[src/rtl/gemac_regs_pkg.sv]
// GEMAC Wishbone register map, MII command codes and PHY register numbers
// shared by the PHY bring-up sequencer.
package gemac_regs_pkg;

    localparam logic [7:0] REG_MII_MODER  = 8'h14;
    localparam logic [7:0] REG_MII_ADDR   = 8'h18;
    localparam logic [7:0] REG_MII_TXDATA = 8'h1C;
    localparam logic [7:0] REG_MII_CMD    = 8'h20;
    localparam logic [7:0] REG_MII_STATUS = 8'h24;
    localparam logic [7:0] REG_MII_RXDATA = 8'h28;

    localparam logic [31:0] CMD_RSTAT     = 32'd2;
    localparam logic [31:0] CMD_WCTRLDATA = 32'd4;

    localparam int STATUS_BUSY_BIT = 1;

    localparam logic [4:0] PHY_REG_STATUS = 5'd1;
    localparam logic [4:0] PHY_REG_HWCFG  = 5'd27;

    typedef enum logic [1:0] {
        OP_WR   = 2'd0,
        OP_RD   = 2'd1,
        OP_POLL = 2'd2
    } op_kind_e;

    typedef struct packed {
        op_kind_e    kind;
        logic [7:0]  adr;
        logic [31:0] dat;
    } op_t;

    // MII ADDRESS register layout: register number in 12:8, PHY address in 4:0
    function automatic logic [31:0] mii_addr_word(input logic [4:0] reg_num, input logic [4:0] phy);
        return {19'd0, reg_num, 3'b000, phy};
    endfunction

endpackage

[src/rtl/wb_single_master.sv]
// Single-transfer Wishbone master: issues one access, waits for ack with a
// bounded cycle budget, and returns the low half-word of read data.
module wb_single_master #(
    parameter int TIMEOUT = 1023
) (
    input  logic        clk,
    input  logic        rst,
    input  logic        req,
    input  logic        req_we,
    input  logic [7:0]  req_adr,
    input  logic [31:0] req_dat,
    output logic        rsp_ack,
    output logic        rsp_timeout,
    output logic [15:0] rsp_data,
    output logic        wb_cyc,
    output logic        wb_stb,
    output logic        wb_we,
    output logic [7:0]  wb_adr,
    output logic [31:0] wb_dat_o,
    input  logic [31:0] wb_dat_i,
    input  logic        wb_ack
);

    localparam int TW = $clog2(TIMEOUT + 1);

    logic          cyc_r;
    logic          stb_r;
    logic          we_r;
    logic [7:0]    adr_r;
    logic [31:0]   dat_r;
    logic [TW-1:0] wait_cnt_r;
    logic          rsp_ack_r;
    logic          rsp_timeout_r;
    logic [15:0]   rsp_data_r;

    // Bus cycle control: launch on req, retire on ack or when the wait budget runs out
    always_ff @(posedge clk) begin
        if (rst) begin
            cyc_r         <= 1'b0;
            stb_r         <= 1'b0;
            we_r          <= 1'b0;
            adr_r         <= 8'h00;
            dat_r         <= 32'h0000_0000;
            wait_cnt_r    <= '0;
            rsp_ack_r     <= 1'b0;
            rsp_timeout_r <= 1'b0;
            rsp_data_r    <= 16'h0000;
        end else begin
            rsp_ack_r     <= 1'b0;
            rsp_timeout_r <= 1'b0;
            if (cyc_r) begin
                if (wb_ack) begin
                    cyc_r      <= 1'b0;
                    stb_r      <= 1'b0;
                    we_r       <= 1'b0;
                    rsp_ack_r  <= 1'b1;
                    rsp_data_r <= wb_dat_i[15:0];
                end else if (wait_cnt_r == TW'(TIMEOUT)) begin
                    cyc_r         <= 1'b0;
                    stb_r         <= 1'b0;
                    we_r          <= 1'b0;
                    rsp_timeout_r <= 1'b1;
                end else begin
                    wait_cnt_r <= wait_cnt_r + TW'(1);
                end
            end else if (req) begin
                cyc_r      <= 1'b1;
                stb_r      <= 1'b1;
                we_r       <= req_we;
                adr_r      <= req_adr;
                dat_r      <= req_dat;
                wait_cnt_r <= '0;
            end
        end
    end

    assign wb_cyc      = cyc_r;
    assign wb_stb      = stb_r;
    assign wb_we       = we_r;
    assign wb_adr      = adr_r;
    assign wb_dat_o    = dat_r;
    assign rsp_ack     = rsp_ack_r;
    assign rsp_timeout = rsp_timeout_r;
    assign rsp_data    = rsp_data_r;

endmodule

[src/rtl/phy_init_seq.sv]
// 88E1111 bring-up sequencer: pulses the PHY hard reset, then walks a fixed
// MDIO op table through the GEMAC Wishbone registers.
module phy_init_seq
    import gemac_regs_pkg::*;
#(
    parameter int         RST_CYCLES = 8388608,
    parameter int         MDC_DIV    = 24,
    parameter logic [4:0] PHY_ADDR   = 5'd7,
    parameter int         TIMEOUT    = 1023
) (
    input  logic        wb_clk,
    input  logic        wb_rst,
    input  logic        start,
    output logic        phy_reset_n,
    output logic        mac_rst,
    output logic        wb_cyc,
    output logic        wb_stb,
    output logic        wb_we,
    output logic [7:0]  wb_adr,
    output logic [31:0] wb_dat_o,
    input  logic [31:0] wb_dat_i,
    input  logic        wb_ack,
    output logic        busy,
    output logic        done,
    output logic        error,
    output logic [15:0] phy_status,
    output logic [15:0] hwcfg
);

    localparam logic [3:0] ST_IDLE       = 4'd0;
    localparam logic [3:0] ST_PHY_RST    = 4'd1;
    localparam logic [3:0] ST_PHY_WAIT   = 4'd2;
    localparam logic [3:0] ST_OP_ISSUE   = 4'd3;
    localparam logic [3:0] ST_OP_ACK     = 4'd4;
    localparam logic [3:0] ST_POLL_ISSUE = 4'd5;
    localparam logic [3:0] ST_POLL_ACK   = 4'd6;
    localparam logic [3:0] ST_DONE       = 4'd7;
    localparam logic [3:0] ST_ERR        = 4'd8;

    localparam logic [3:0] LAST_IDX      = 4'd11;
    localparam logic [3:0] RD_STATUS_IDX = 4'd4;

    localparam int RW = $clog2(RST_CYCLES + 1);
    localparam int TW = $clog2(TIMEOUT + 1);

    logic [3:0]    state_r;
    logic [3:0]    op_idx_r;
    logic [RW-1:0] rst_cnt_r;
    logic [TW-1:0] poll_cnt_r;
    logic          phy_reset_n_r;
    logic          mac_rst_r;
    logic          busy_r;
    logic          done_r;
    logic          error_r;
    logic [15:0]   phy_status_r;
    logic [15:0]   hwcfg_r;

    op_t           op_s;
    logic          req_s;
    logic          req_we_s;
    logic [7:0]    req_adr_s;
    logic [31:0]   req_dat_s;
    logic          m_ack_s;
    logic          m_timeout_s;
    logic [15:0]   m_data_s;

    // Entry 10 rewrites reg 27 with the low nibble forced high, keeping the captured upper bits
    function automatic op_t op_entry(input logic [3:0] idx, input logic [11:0] hw_hi);
        op_t o;
        o.kind = OP_WR;
        o.adr  = 8'h00;
        o.dat  = 32'h0000_0000;
        case (idx)
            4'd0:  begin o.adr = REG_MII_MODER;  o.dat = 32'(MDC_DIV); end
            4'd1:  begin o.adr = REG_MII_ADDR;   o.dat = mii_addr_word(PHY_REG_STATUS, PHY_ADDR); end
            4'd2:  begin o.adr = REG_MII_CMD;    o.dat = CMD_RSTAT; end
            4'd3:  begin o.kind = OP_POLL;       o.adr = REG_MII_STATUS; end
            4'd4:  begin o.kind = OP_RD;         o.adr = REG_MII_RXDATA; end
            4'd5:  begin o.adr = REG_MII_ADDR;   o.dat = mii_addr_word(PHY_REG_HWCFG, PHY_ADDR); end
            4'd6:  begin o.adr = REG_MII_CMD;    o.dat = CMD_RSTAT; end
            4'd7:  begin o.kind = OP_POLL;       o.adr = REG_MII_STATUS; end
            4'd8:  begin o.kind = OP_RD;         o.adr = REG_MII_RXDATA; end
            4'd9:  begin o.adr = REG_MII_ADDR;   o.dat = mii_addr_word(PHY_REG_HWCFG, PHY_ADDR); end
            4'd10: begin o.adr = REG_MII_TXDATA; o.dat = {16'h0000, hw_hi, 4'b1111}; end
            4'd11: begin o.adr = REG_MII_CMD;    o.dat = CMD_WCTRLDATA; end
            default: begin o.kind = OP_WR; end
        endcase
        return o;
    endfunction

    // Current table entry and the request handed to the bus master
    always_comb begin
        op_s      = op_entry(op_idx_r, hwcfg_r[15:4]);
        req_s     = 1'b0;
        req_we_s  = 1'b0;
        req_adr_s = 8'h00;
        req_dat_s = 32'h0000_0000;
        if ((state_r == ST_OP_ISSUE) && (op_s.kind != OP_POLL)) begin
            req_s     = 1'b1;
            req_we_s  = (op_s.kind == OP_WR);
            req_adr_s = op_s.adr;
            req_dat_s = op_s.dat;
        end else if (state_r == ST_POLL_ISSUE) begin
            req_s     = 1'b1;
            req_adr_s = REG_MII_STATUS;
        end else begin
            req_s = 1'b0;
        end
    end

    wb_single_master #(
        .TIMEOUT (TIMEOUT)
    ) u_master (
        .clk         (wb_clk),
        .rst         (wb_rst),
        .req         (req_s),
        .req_we      (req_we_s),
        .req_adr     (req_adr_s),
        .req_dat     (req_dat_s),
        .rsp_ack     (m_ack_s),
        .rsp_timeout (m_timeout_s),
        .rsp_data    (m_data_s),
        .wb_cyc      (wb_cyc),
        .wb_stb      (wb_stb),
        .wb_we       (wb_we),
        .wb_adr      (wb_adr),
        .wb_dat_o    (wb_dat_o),
        .wb_dat_i    (wb_dat_i),
        .wb_ack      (wb_ack)
    );

    // Sequencer: reset timing, op table walk, busy polling and completion flags
    always_ff @(posedge wb_clk) begin
        if (wb_rst) begin
            state_r       <= ST_IDLE;
            op_idx_r      <= 4'd0;
            rst_cnt_r     <= '0;
            poll_cnt_r    <= '0;
            phy_reset_n_r <= 1'b1;
            mac_rst_r     <= 1'b1;
            busy_r        <= 1'b0;
            done_r        <= 1'b0;
            error_r       <= 1'b0;
            phy_status_r  <= 16'h0000;
            hwcfg_r       <= 16'h0000;
        end else begin
            done_r <= 1'b0;
            case (state_r)
                ST_IDLE: begin
                    if (start) begin
                        error_r       <= 1'b0;
                        busy_r        <= 1'b1;
                        phy_reset_n_r <= 1'b0;
                        mac_rst_r     <= 1'b1;
                        rst_cnt_r     <= '0;
                        state_r       <= ST_PHY_RST;
                    end
                end
                ST_PHY_RST: begin
                    if (rst_cnt_r == RW'(RST_CYCLES - 1)) begin
                        phy_reset_n_r <= 1'b1;
                        rst_cnt_r     <= '0;
                        state_r       <= ST_PHY_WAIT;
                    end else begin
                        rst_cnt_r <= rst_cnt_r + RW'(1);
                    end
                end
                ST_PHY_WAIT: begin
                    if (rst_cnt_r == RW'(RST_CYCLES - 1)) begin
                        mac_rst_r <= 1'b0;
                        op_idx_r  <= 4'd0;
                        state_r   <= ST_OP_ISSUE;
                    end else begin
                        rst_cnt_r <= rst_cnt_r + RW'(1);
                    end
                end
                ST_OP_ISSUE: begin
                    if (op_s.kind == OP_POLL) begin
                        poll_cnt_r <= '0;
                        state_r    <= ST_POLL_ISSUE;
                    end else begin
                        state_r <= ST_OP_ACK;
                    end
                end
                ST_OP_ACK: begin
                    if (m_ack_s) begin
                        if (op_s.kind == OP_RD) begin
                            if (op_idx_r == RD_STATUS_IDX) begin
                                phy_status_r <= m_data_s;
                            end else begin
                                hwcfg_r <= m_data_s;
                            end
                        end
                        if (op_idx_r == LAST_IDX) begin
                            state_r <= ST_DONE;
                        end else begin
                            op_idx_r <= op_idx_r + 4'd1;
                            state_r  <= ST_OP_ISSUE;
                        end
                    end else if (m_timeout_s) begin
                        state_r <= ST_ERR;
                    end
                end
                ST_POLL_ISSUE: begin
                    state_r <= ST_POLL_ACK;
                end
                ST_POLL_ACK: begin
                    if (m_ack_s) begin
                        if (!m_data_s[STATUS_BUSY_BIT]) begin
                            op_idx_r <= op_idx_r + 4'd1;
                            state_r  <= ST_OP_ISSUE;
                        end else if (poll_cnt_r == TW'(TIMEOUT)) begin
                            state_r <= ST_ERR;
                        end else begin
                            poll_cnt_r <= poll_cnt_r + TW'(1);
                            state_r    <= ST_POLL_ISSUE;
                        end
                    end else if (m_timeout_s) begin
                        state_r <= ST_ERR;
                    end
                end
                ST_DONE: begin
                    done_r  <= 1'b1;
                    busy_r  <= 1'b0;
                    state_r <= ST_IDLE;
                end
                ST_ERR: begin
                    error_r <= 1'b1;
                    busy_r  <= 1'b0;
                    state_r <= ST_IDLE;
                end
                default: begin
                    state_r <= ST_IDLE;
                end
            endcase
        end
    end

    assign phy_reset_n = phy_reset_n_r;
    assign mac_rst     = mac_rst_r;
    assign busy        = busy_r;
    assign done        = done_r;
    assign error       = error_r;
    assign phy_status  = phy_status_r;
    assign hwcfg       = hwcfg_r;

endmodule

[config.mk]
export PLATFORM = sky130hd
export DESIGN_NAME = phy_init_seq
export DESIGN_NICKNAME = d
export VERILOG_FILES = /design/src/rtl/gemac_regs_pkg.sv /design/src/rtl/wb_single_master.sv /design/src/rtl/phy_init_seq.sv
export SDC_FILE = /design/constraint.sdc
export NUM_CORES = 1
export LEC_CHECK = 0
export ABC_AREA = 1
export CAP_MARGIN = 20
export CORE_MARGIN = 4
export CORE_UTILIZATION = 25
export CTS_BUF_LIST = sky130_fd_sc_hd__clkbuf_2
export DETAILED_ROUTE_END_ITERATION = 7
export PLACE_DENSITY = 0.45
export SLEW_MARGIN = 25
export SYNTH_ARGS = -nofsm -noshare
export SYNTH_HDL_FRONTEND = slang
export SYNTH_SLANG_ARGS = --single-unit
[constraint.sdc]
create_clock -name wb_clk -period 2.5 [get_ports wb_clk]
set_clock_uncertainty 0.15 [all_clocks]
set_input_delay 0.625 -clock wb_clk [delete_from_list [all_inputs] [get_ports wb_clk]]
set_output_delay 0.625 -clock wb_clk [all_outputs]
set_load 0.02 [all_outputs]
After elaboration in Yosys (flattened, before gate mapping)
Index checks and enable logic that the tools add are counted.
Widths: inputs -> output; s select.
- register bits after elaboration: 150
- latch bits: 0
- RAM bits: 0
- memory bits (read-only): 0
- word-level logic and storage cells: 160
- memories: 0
- add/subtract/negate cells: 4
- multipliers: 0
- divide/modulo/power cells: 0
- $lt $le $gt $ge: 0
- equal/unequal tests: 39
- shifts and indexed selects: 0
- muxes and demuxes: 60
- bitwise operators: 2
- reductions and logical operators: 35
- operators with widths (kind ; number):
    $pmux 16 s6 ; 1
    $mux 10 ; 8
    $mux 24 ; 3
    $pmux 24 s3 ; 1
    $mux 4 ; 13
    $pmux 6 s6 ; 1
    $eq 4x3->1 const B ; 8
    $mux 32 ; 1
    $pmux 4 s7 ; 1
    $add 24x1->24 const B ; 1
    $eq 24x23->1 const B ; 1
    $mux 1 ; 21
    $add 10x1->10 const B ; 2
    $eq 10x10->1 const B ; 2
    $eq 4x4->1 const B ; 5
    $ne 2x2->1 const B ; 10
    $pmux 10 s2 ; 1
    $eq 4x2->1 const B ; 4
    $reduce_and 3->1 ; 5
    $pmux 4 s3 ; 1
    $reduce_bool 2->1 ; 6
    $reduce_or 2->1 ; 6
    $reduce_and 2->1 ; 5
    $reduce_or 3->1 ; 3
    19 further kinds ; 30

Longest topological paths before layout
- depth after elaboration: 8
- mapped depth: 12
- gate-level depth less buffers: 11

Hierarchy
A second synthesis with hierarchy kept.
- cell total of the unflattened synthesis: 1073
- area, all modules: 7213.2 µm²
- by module, submodules not included (module ; times used ; cells an instance ; area an instance (µm²) ; seq. area each (µm²)):
    phy_init_seq ; 1 ; 706 ; 4475.5 ; 1581.5
    wb_single_master ; 1 ; 367 ; 2737.6 ; 1421.4

Worst setup path after synthesis
OpenSTA, ideal clock, no wires.
- path kind: register -> register
- from: reg rst_cnt_r[0]
- to: reg rst_cnt_r[11]
- arrival: 1573 ps
- required time: 2237 ps
- slack: 664 ps
- stages on the path, launching flop included: 12
- path buffers: 1
- period minus slack after synthesis: 1836 ps
- cells stage by stage: dfxtp_1 -> ha_1 -> nand2_1 -> nor2_2 -> nand2_2 -> nor2_4 -> nand3_2 -> buf_6 -> nand3_1 -> nand2_1 -> nand2_1 -> nor2_1
- cells in the longest elaborated chain, start to end: 3
- elaborated cells on any way between the ends: 7
- those cells by class: add/sub: 1; eq/ne: 2; mux: 3; reduce/logical: 1
- RTL lines (element ; line ; source):
    start, declared ; phy_init_seq.sv:48 ; logic [RW-1:0] rst_cnt_r;
    start signal, assigned ; phy_init_seq.sv:165 ; rst_cnt_r <= rst_cnt_r + RW'(1);
    start signal, assigned ; phy_init_seq.sv:174 ; rst_cnt_r <= rst_cnt_r + RW'(1);
    $add 24x1->24 / $eq 24x23->1 (equally long branches) ; - ;
    $mux 24 (tied with other cells) ; phy_init_seq.sv:169 ; if (rst_cnt_r == RW'(RST_CYCLES - 1)) begin
    $pmux 24 s3 / $reduce_and 3->1 (equally long branches) ; - ;
Several ways; a longest one is shown, not always the timed one. The select of a mux whose other input is x is not followed.
A chain may end at the register's enable or synchronous reset.

Worst setup path after layout
- from: reg hwcfg_r[8] (netlist: hwcfg[8])
- to: out hwcfg[8]
- RTL lines (element ; line ; source):
    start, declared ; phy_init_seq.sv:56 ; logic [15:0] hwcfg_r;
    start signal, assigned ; phy_init_seq.sv:191 ; hwcfg_r <= m_data_s;
    end, declared ; phy_init_seq.sv:27 ; output logic [15:0] hwcfg
No word-level cell between the ends.

==> summary.md <==
| Metric | Value |
|---|---|
| Root Driver | clkbuf_2 |
| Mapped Area | 6460 um2 |
| CP max stage delay | 0.45 ns |
| Synth top area cells | dfxtp_1 (40%), nand2_1 (13%), nor2_1 (8.7%), nand3_1 (6.5%), a21oi_1 (6.0%) |
| Hold Crit Depth | 2 |
| Core area | 25300 um2 |
| DRT iter0 DRCs | 239 |
| Synth Area in Adders | 1.35% |
| Worst skew pair latency | 0.72 ns |
| Tcrit/Tclk final | 92.4% |
| Power per Cell Area | 643 nW/um2 |
| Slew margin rel. | 58.3% |
| Switching fraction of total power | 40.7% |
| FF-to-FF path depth | 10 |
| Reg-to-reg slack, setup | 0.26 ns |
| Vias/cell | 4.43 |
| Critical R2R Capture | u_master.wait_cnt_r[4] |
| Final Instance Count excl. Fillers | 1383 |
| Mux share of post-synthesis cell area | 0% |
| Largest net degree at the start of global routing | 50 |
| Critical path peak fanout | 3 |
| Clock sinks | 130 |
| Most frequent cells in the layout | nand2_1 (222), nor2_1 (149), dfxtp_1 (129), nand3_1 (84), inv_1 (78) |
| Min-delay src | u_master.wb_dat_o[14] |
| Worst Path Arrival | 1.53 ns |
| Die area | 28500 um2 |
| Final setup fails | 0 |
| Initial Util | 25.5% |
| Status | finished clean |
| Area delta synth->final | 20.7% |
| Slew of the pin with the lowest slew margin | 0.625 ns |
| Sw Pwr | 0.00204 W |
| H-tree depth | 4 |
| Slowest-stage cell, CP | dfxtp_1 |
| DP HPWL | 13500 um |
| Inst Count DP | 1349 |
| Max Root-Sink Buffers | 2 |
| Max-cap violations | 0 |
| Critical-path cell list | dlygate4sd2_1 |
| Global Route Usage Sum | 13.5% |
| Main combinational cell family by area after synthesis | simple AND/OR/NAND/NOR gates |
| Power consumption | 0.00502 W |
| F_max | 0.433 GHz |
| Post-synth cell types | 34 |
| DRT antenna net count | 0 |
| Die H | 169 um |
| Flop and latch count out of synthesis | 130 |
| Fin. Hold Viols | 0 |
| Total grt overflow | 0 |
| Wirelength per Cell | 13.5 um |
| Final WL | 18700 um |
| I/O pin count | 116 |
| CTS Buf Count | 17 |
| WP data required | 1.73 ns |
| First-pass GRT wire length | 31200 um |
| Max-slew violations | 0 |
| Seq/Total Area, Yosys | 40.3% |
| Layout filler cell count | 2820 |
| Clk slew on worst S/H paths | 0.25 ns |
| Xor/xnor share of the synthesized area | 2.17% |
| Internal Power | 0.00298 W |
| CP Launch Type | flip-flop |
| Placer congestion estimate | 0.794 |
| Warnings, synthesis | 0 |
| Simple-gate portion of the synthesized area | 34.2% |
| IO buf count | 79 |
| Drt drc | 0 |
| Leak pwr | 3.11 nW |
| Setup tns final | 0 ns |
| Most common cell after layout, fill and taps aside | nand2_1 |
| Placement Rows | 58 |
| Synth area leader | dfxtp_1 |
| Drt first pass iters | 5 |
| Reg power frac | 46.0% |
| Proportion of layout cells with a drive suffix above 1 | 8.08% |
| Post-CTS Setup Inserts | 0 |
| HP Class | flip-flop to flip-flop |
| Critical path's top delay family | flip-flops |
| CTS tree | done |
| Die width | 169 um |
| WS Path Type | flip-flop to output pin |
| Worst r2r src | op_idx_r[0] |
| RSZ-0062 raised after global routing | no |
| WHS Endpoint | u_master.wb_dat_o[14] |
| Critical Path Sink Type | output pin |
| Minimum clock period | 2.31 ns |
| Gate Count Post-Synth | 948 |
| Clk pwr share | 25.6% |
| Combinational Power Share | 28.4% |
| Fin nets | 1082 |
| Vias in the first global route | 5990 |
| Avg Inst Size Synth | 6.82 um2 |
| VDD IR-drop max | 0.229 mV |
| Top cell type's share of synthesized area | 40.3% |
| Via Count | 6131 |
| Buffers & Inverters on Critical Path | 1 |
| Final core occ | 30.8% |
| Initial antenna violation count | 1 |
| Synth Area in Compound Gates | 12.2% |
==> tightest hold or removal path, cell delays in order, from the launching register on <==
cell and delay (ns):
dfxtp_1 0.37, nand2_1 0.06, nand2_1 0.04
==> timing repair <==
action | in CTS | in global routing
hold buffers | 1 | 0
hold endpoints to repair | 4 | 0
setup endpoints to repair | 60 | 0
resized for setup | 61 | 0
==> cell families (layout without fill, tap and decap cells) <==
family                   after synthesis  count (layout)
buffers and inverters                133             218
other                                  1              21
AO/OA/AOI/OAI                        147             147
AND/OR/NAND/NOR                      514             514
flip-flops                           130             130
XOR/XNOR                              16              16
adder cells (fa/ha/maj)                7               7
==> power by group through the flow <==
| stage | Sequential (W) | Clock [W] | Combinational, W |
|---|---|---|---|
| CTS | 0.00231 | 0.00137 | 0.00144 |
| floorplan | 0.00236 | 0 | 0.000960 |
| finish | 0.00231 | 0.00128 | 0.00142 |
| global placement | 0.00235 | 0 | 0.00146 |
| detailed placement | 0.00235 | 0 | 0.00146 |
| global route | 0.00233 | 0.00146 | 0.00162 |
==> metal layers <==
metal / routed length, um / vias up / track usage [%]
met5: 0 / - / 0
met4: 195 / 0 / 3.39
met3: 1020 / 14 / 4.62
met2: 8740 / 96 / 22.2
met1: 8700 / 2787 / 17.1
li1: - / 3234 / -
==> cells in the mapped netlist, drive strengths merged <==
| library cell | instances |
|---|---|
| dfxtp | 130 |
| o211ai | 6 |
| nor3b | 1 |
| inv | 79 |
| nand3b | 2 |
| clkbuf | 16 |
| a211oi | 1 |
| ha | 7 |
| xor2 | 11 |
| o21bai | 7 |
| nand3 | 86 |
| nor4 | 2 |
| nor2 | 156 |
| buf | 38 |
| o21ai | 52 |
| nand4 | 23 |
| nand2 | 231 |
| a21oi | 80 |
| conb | 1 |
| xnor2 | 5 |
| o22ai | 1 |
| nor3 | 13 |
==> state kept, by name (all words and copies together) (netlist names), 4 cells and up <==
signal               flops
u_master.wb_adr          4
hwcfg                   16
u_master.rsp_data       16
state_r                  4
rst_cnt_r               24
op_idx_r                 4
u_master.wb_dat_o       16
poll_cnt_r              10
phy_status              16
u_master.wait_cnt_r     10
==> metrics by stage <==
step                hold slack [ns]  cell area [um2]  setup WS, ns
global route                  0.205             7800       0.00857
global placement              0.290             7640         0.235
CTS                           0.205             7800        0.0621
floorplan                     0.308             6540         0.664
finish                        0.313             7800         0.191
detailed placement            0.287             7640         0.247
==> cell type report <==
cell class / count / area (um2) / area share, %
Sequential cell: 130 / 2600 / 33.4
Inverter: 79 / 297 / 3.80
Multi-Input combinational cell: 704 / 3300 / 42.3
Antenna cell: 1 / 2.50 / 0.0321
Tap cell: 330 / 413 / 5.29
Clock inverter: 14 / 134 / 1.72
Timing Repair Buffer: 107 / 961 / 12.3
Clock buffer: 18 / 90.1 / 1.15
==> worst max-delay path by stage <==
stage | to | slack [ns] | from | cells past startpoint
detailed placement | rst_cnt_r[17] | 0.25 | start | 9
floorplan | rst_cnt_r[11] | 0.66 | rst_cnt_r[0] | 11
finish | hwcfg[8] | 0.19 | hwcfg[8] | 1
CTS | hwcfg[4] | 0.06 | hwcfg[4] | 1
global placement | poll_cnt_r[0] | 0.24 | op_idx_r[0] | 8
global route | hwcfg[4] | 0.009 | hwcfg[4] | 1
Power figures use the tool's default switching activity.
